--- src/rtl/pad_mux_ctrl.sv ---
// Pad-function controller: per-pad alternate-function select on the output
// side, synchronised and optionally glitch-filtered input routed back to the
// selected function only, and a req/gnt register port for per-pad config.
module pad_mux_ctrl #(
   parameter int PadCount    = 32,
   parameter int NumAlt      = 4,
   parameter int FilterDepth = 4,
   parameter int AddrWidth   = 6
) (
   input  logic                       clk_i,
   input  logic                       rst_ni,
   input  logic                       cfg_req_i,
   input  logic                       cfg_we_i,
   input  logic [AddrWidth-1:0]       cfg_addr_i,
   input  logic [31:0]                cfg_wdata_i,
   output logic                       cfg_gnt_o,
   output logic                       cfg_rvalid_o,
   output logic [31:0]                cfg_rdata_o,
   input  logic [NumAlt*PadCount-1:0] alt_o_i,
   input  logic [NumAlt*PadCount-1:0] alt_oe_i,
   output logic [NumAlt*PadCount-1:0] alt_i_o,
   output logic [PadCount-1:0]        pad_c2p_o,
   output logic [PadCount-1:0]        pad_c2p_en_o,
   input  logic [PadCount-1:0]        pad_p2c_i
);

   localparam int SelW = $clog2(NumAlt);
   // FilterDepth is at most 15, so the counter never exceeds 14.
   localparam int CntW = 4;
   localparam logic [AddrWidth-1:0] StatAddr = AddrWidth'(PadCount);
   localparam logic [CntW-1:0]      CntMax   = CntW'(FilterDepth - 1);

   // Per-pad configuration
   logic [PadCount-1:0][SelW-1:0] sel_q;
   logic [PadCount-1:0]           filt_en_q;
   logic [PadCount-1:0]           inv_q;

   // Register-port response
   logic                          vld_p0;
   logic [31:0]                   rdata_p0;

   // Input path: two sync flops, filtered value, stability counter
   logic [PadCount-1:0]           sync_p0;
   logic [PadCount-1:0]           sync_p1;
   logic [PadCount-1:0]           filt_p2;
   logic [PadCount-1:0][CntW-1:0] cnt_q;
   logic [NumAlt*PadCount-1:0]    alt_i_p3;

   // Output path registers
   logic [PadCount-1:0]           c2p_p0;
   logic [PadCount-1:0]           c2p_en_p0;

   logic                          wr_en;
   logic                          rd_en;
   logic [PadCount-1:0]           wr_hit;
   logic [31:0]                   rdata_d;
   logic [PadCount-1:0]           c2p_d;
   logic [PadCount-1:0]           c2p_en_d;
   logic [NumAlt*PadCount-1:0]    alt_i_d;
   logic                          unused_wdata;

   assign cfg_gnt_o    = cfg_req_i;
   assign wr_en        = cfg_req_i & cfg_we_i;
   assign rd_en        = cfg_req_i & ~cfg_we_i;
   assign unused_wdata = ^{cfg_wdata_i[31:10], cfg_wdata_i[7:SelW]};

   assign cfg_rvalid_o = vld_p0;
   assign cfg_rdata_o  = rdata_p0;
   assign pad_c2p_o    = c2p_p0;
   assign pad_c2p_en_o = c2p_en_p0;
   assign alt_i_o      = alt_i_p3;

   // Address decode: per-pad write strobes and the read mux (old values)
   always_comb begin
      wr_hit  = '0;
      rdata_d = '0;
      for (int p = 0; p < PadCount; p++) begin
         if (cfg_addr_i == AddrWidth'(p)) begin
            wr_hit[p]         = wr_en;
            rdata_d[SelW-1:0] = sel_q[p];
            rdata_d[8]        = filt_en_q[p];
            rdata_d[9]        = inv_q[p];
         end
      end
      if (cfg_addr_i == StatAddr) begin
         rdata_d[PadCount-1:0] = filt_p2;
      end
   end

   // Function select: pick the driver per pad, route the input to one function
   always_comb begin
      c2p_d    = '0;
      c2p_en_d = '0;
      alt_i_d  = '0;
      for (int p = 0; p < PadCount; p++) begin
         for (int a = 0; a < NumAlt; a++) begin
            if (sel_q[p] == SelW'(a)) begin
               c2p_d[p]                = alt_o_i[a*PadCount+p];
               c2p_en_d[p]             = alt_oe_i[a*PadCount+p];
               alt_i_d[a*PadCount+p]   = filt_p2[p] ^ inv_q[p];
            end
         end
      end
   end

   // Config registers and the one-cycle-later response
   always_ff @(posedge clk_i) begin
      if (!rst_ni) begin
         sel_q     <= '0;
         filt_en_q <= '0;
         inv_q     <= '0;
         vld_p0    <= 1'b0;
         rdata_p0  <= '0;
      end else begin
         vld_p0   <= cfg_req_i;
         rdata_p0 <= rd_en ? rdata_d : '0;
         for (int p = 0; p < PadCount; p++) begin
            if (wr_hit[p]) begin
               sel_q[p]     <= cfg_wdata_i[SelW-1:0];
               filt_en_q[p] <= cfg_wdata_i[8];
               inv_q[p]     <= cfg_wdata_i[9];
            end
         end
      end
   end

   // Input synchroniser and glitch filter; a config write restarts the count
   always_ff @(posedge clk_i) begin
      if (!rst_ni) begin
         sync_p0 <= '0;
         sync_p1 <= '0;
         filt_p2 <= '0;
         cnt_q   <= '0;
      end else begin
         sync_p0 <= pad_p2c_i;
         sync_p1 <= sync_p0;
         for (int p = 0; p < PadCount; p++) begin
            if (!filt_en_q[p]) begin
               filt_p2[p] <= sync_p1[p];
               cnt_q[p]   <= '0;
            end else if (sync_p1[p] == filt_p2[p]) begin
               cnt_q[p]   <= '0;
            end else if (cnt_q[p] == CntMax) begin
               filt_p2[p] <= ~filt_p2[p];
               cnt_q[p]   <= '0;
            end else begin
               cnt_q[p]   <= cnt_q[p] + CntW'(1);
            end
            if (wr_hit[p]) begin
               cnt_q[p] <= '0;
            end
         end
      end
   end

   // Output registers towards the pad cells and the functions
   always_ff @(posedge clk_i) begin
      if (!rst_ni) begin
         c2p_p0    <= '0;
         c2p_en_p0 <= '0;
         alt_i_p3  <= '0;
      end else begin
         c2p_p0    <= c2p_d;
         c2p_en_p0 <= c2p_en_d;
         alt_i_p3  <= alt_i_d;
      end
   end

endmodule

--- config.mk ---
export PLATFORM = sky130hd
export DESIGN_NAME = pad_mux_ctrl
export DESIGN_NICKNAME = d
export VERILOG_FILES = /design/src/rtl/pad_mux_ctrl.sv
export SDC_FILE = /design/constraint.sdc
export NUM_CORES = 1
export LEC_CHECK = 0
export BUFFER_PORTS_ARGS = -buffer_cell sky130_fd_sc_hd__buf_2
export CAP_MARGIN = 30
export CORE_AREA = 2 2 215 217
export DETAILED_ROUTE_END_ITERATION = 10
export DIE_AREA = 0 0 217 219
export PLACE_DENSITY = 0.77
export SLEW_MARGIN = 20
export SYNTH_ARGS = -nofsm -noshare
export SYNTH_HDL_FRONTEND = slang
export SYNTH_SLANG_ARGS = --single-unit
--- constraint.sdc ---
create_clock -name clk_i -period 6.2 [get_ports clk_i]
set_input_delay 1.24 -clock clk_i [delete_from_list [all_inputs] [get_ports clk_i]]
set_output_delay 1.24 -clock clk_i [all_outputs]
set_load 0.005 [all_outputs]
==> flow_summary.yaml <==
run_status:
  status: "complete, no violations"
timing:
  finalSetupViolations: 0
  min_period_ps: 3776
  relSlewSlack_pct: 41.60
  final_hold_viol_count: 0
  final.setup.tns_ps: 0
  final.setup_skew_ps: 17.25
  drv_slew: 0
  final_critical_path_setup_slack_ps: 2424
  timing.fmax_mhz: 264.9
  worst_hold_slack_ps: 420.1
  rsz0062_at_grt: "false"
  worst_slew_pin_slew_ps: 876.1
  timing.final.crit_share_pct: 60.90
global_route:
  grt_pass1_wl_um: 112200
  grt_max_degree: 164
  track_usage_pct: 31.00
  antenna_found_initial: 13
  grt_pass1_vias: 18930
  grt_overflow_total: 0
hold_path:
  min_path_type: "flop to flop"
cts:
  insertion_delay_ps: 620
  clock-root-buffer: "clkbuf_16"
  hold_buffers: 0
  htreeDepth: 2
  cts_tree: "built"
  post_cts_resized: 0
  postCtsSetupRepairBufs: 0
  clock_path_buffers: 3
  numCtsBuffers: 58
  clkTransAtPathRegs_ps: 60
  clkSinkCount: 577
synthesis:
  ys_warn_count: 0
  async_flop_share_pct: 0
  synth.cell_area_sq_mm: 0.02310
  yosysTopAreaCellShare_pct: 50.00
  synth_compound_area_share_pct: 10.45
  synthSimpleGateAreaFrac_pct: 20.53
  synth_fp_nets: 2761
  netlist_instances: 2399
  ys_seq_area_share_pct: 50.00
  ys.flop_type: "dfxtp_1"
  synth_cell_types: 72
  synth_mux_area_share_pct: 9.522
  ys_ff_latch: 577
  yosysTopAreaCell: "dfxtp_1"
  synth_area_leaders: "dfxtp_1 (50%), mux4_2 (6.5%), nor2_1 (4.0%)"
  synth_top_family_by_area: "simple AND/OR/NAND/NOR gates"
  synth_xor_area_share_pct: 3.981
  synthAdderAreaFrac_pct: 1.733
  syn_avg_cell_area_sq_um: 9.629
  synth-edff-count: 0
placement:
  io_buffers: 527
  hpwl_um: 56860
  globalplace.congestion: 0.9298
  pre_cts_ws_ps: 1980
die:
  core_sq_mm: 0.04509
  die_w_um: 217
  num_rows: 78
  design.die.area_sq_mm: 0.04752
  start_util_pct: 51.23
  die_h_um: 219
  io_pins: 556
routing:
  drc: 0
  drtIter0Drc: 2064
  wl_per_cell_um: 21.79
  drtAntennaViolNets: 0
  dr.pass1.iters: 6
  viasPerCell: 5.652
  wirelength_um: 76250
  via_count: 19780
power_and_ir_drop:
  finalPower_mw: 7.709
  powerDensity_mw_per_mm2: 276.0
  ir_drop_mv: 0.2182
  p_leak_nw: 12.05
critical_path:
  critPathRequiredTime_ps: 6710
  crit_arrival_ps: 4280
  path_max_fanout: 31
  cp-start-kind: "primary input"
  worstSetupPathType: "primary input to flop"
  end_kind: "flop"
final_layout:
  layout.nets: 3204
  area_delta_synth_final_pct: 20.92
  num-fill-cells: 3751
  utilization_pct: 61.95
  drive_gt1_share_pct: 25.57
job:
  drv_cap: 0
## layout by cell type, fill, tap and decap left out, types with 8 or more instances in the layout
cell and count:
diode_2 9, xor2_1 96, clkbuf_1 8, o221ai_1 8, o21ai_0 141, inv_1 54, ha_1 32, nor2_1 244
clkbuf_8 15, nand2b_1 51, nor2b_1 46, and3_1 45, mux4_2 67, clkbuf_16 59, clkinv_2 17, and2_1 142
buf_2 527, nand2_1 220, a21boi_0 121, mux2i_1 60, mux2_2 8, nor3_1 49, nand3_1 120, a21oi_1 43
buf_4 16, nor3b_1 11, dfxtp_1 577, xnor2_1 9
## sequential cells by signal (all words and copies together), names as in the netlist
name and flops:
alt_i_o 128, cfg_rdata_o 32, cfg_rvalid_o 1, pad_c2p_o 32, filt_en_q 32, filt_p2 32, sync_p0 32, sync_p1 32
cnt_q 128, sel_q 64, pad_c2p_en_o 32, inv_q 32
## metrics by stage
stage	cell area, sq um	std cells
floorplan	23100	2399
global placement	25970	3380
detailed placement	25980	3381
CTS	27910	3489
global route	27930	3498
finish	27930	3499
## final timing paths
check                                   start             end  slack [ps]  depth (start not counted)
worst max-delay path            cfg_addr_i[1]       cnt_q[95]        2420                          8
worst min-delay path              sync_p0[17]     sync_p1[17]         420                          1
worst max register to register      sel_q[29]  cfg_rdata_o[1]        4090                          5
worst min register to register    sync_p0[17]     sync_p1[17]         420                          1
## critical path, stage by stage
cell     delay, ps
buf_2          500
and2_1         480
nand3_1        640
buf_4          470
nor2_1         540
nor2_1         120
nand3_1        170
nor2_1          70
## final cells by class
cell class                 instances  area [sq um]  area share, %
inverter                          54         202.7         0.7256
antenna                            9         22.52        0.08062
multi-input combinational       1605         10680          38.24
sequential                       577         11550          41.35
tap                              600         750.7          2.687
clock buffer                      82          1713          6.132
clock inverter                    26         214.0         0.7659
timing repair buffer             546          2798          10.02
## Yosys cell counts (all sizes together), types with 4 or more instances
| cell type | n |
|---|---|
| dfxtp | 577 |
| nor2 | 245 |
| nand2 | 220 |
| and2 | 142 |
| o21ai | 141 |
| clkbuf | 125 |
| a21boi | 121 |
| nand3 | 120 |
| xor2 | 96 |
| mux4 | 67 |
| mux2i | 60 |
| inv | 54 |
| nand2b | 51 |
| nor3 | 49 |
| nor2b | 46 |
| and3 | 45 |
| a21oi | 43 |
| buf | 38 |
| ha | 32 |
| nor3b | 11 |
| o221ai | 9 |
| xnor2 | 9 |
| mux2 | 8 |
| o211ai | 8 |
| a22oi | 6 |
| nand4 | 6 |
| a211oi | 5 |
| o22ai | 5 |
| a31oi | 4 |
## kinds of logic after synthesis
group	count (synthesis)
adders and majority gates	32
and+or+nand+nor	959
DFF	577
xor gates and xnor gates	105
muxes	135
buffers and inverters	217
AOI/OAI and AO/OA	374
## power by group
group | internal [mW] | leakage [nW] | switching (mW)
clock | 2.01 | 0.963 | 1.49
sequential | 3.76 | 4.68 | 0.0368
combinational | 0.191 | 6.41 | 0.223
total | 5.96 | 12.1 | 1.74
## metal layers
metal | routed length, um | global-route usage (%)
met1 | 31400 | 41.22
met5 | 22 | 0
met2 | 35150 | 49.49
met4 | 3536 | 14.93
met3 | 6136 | 4.893
Power figures use the tool's default switching activity.
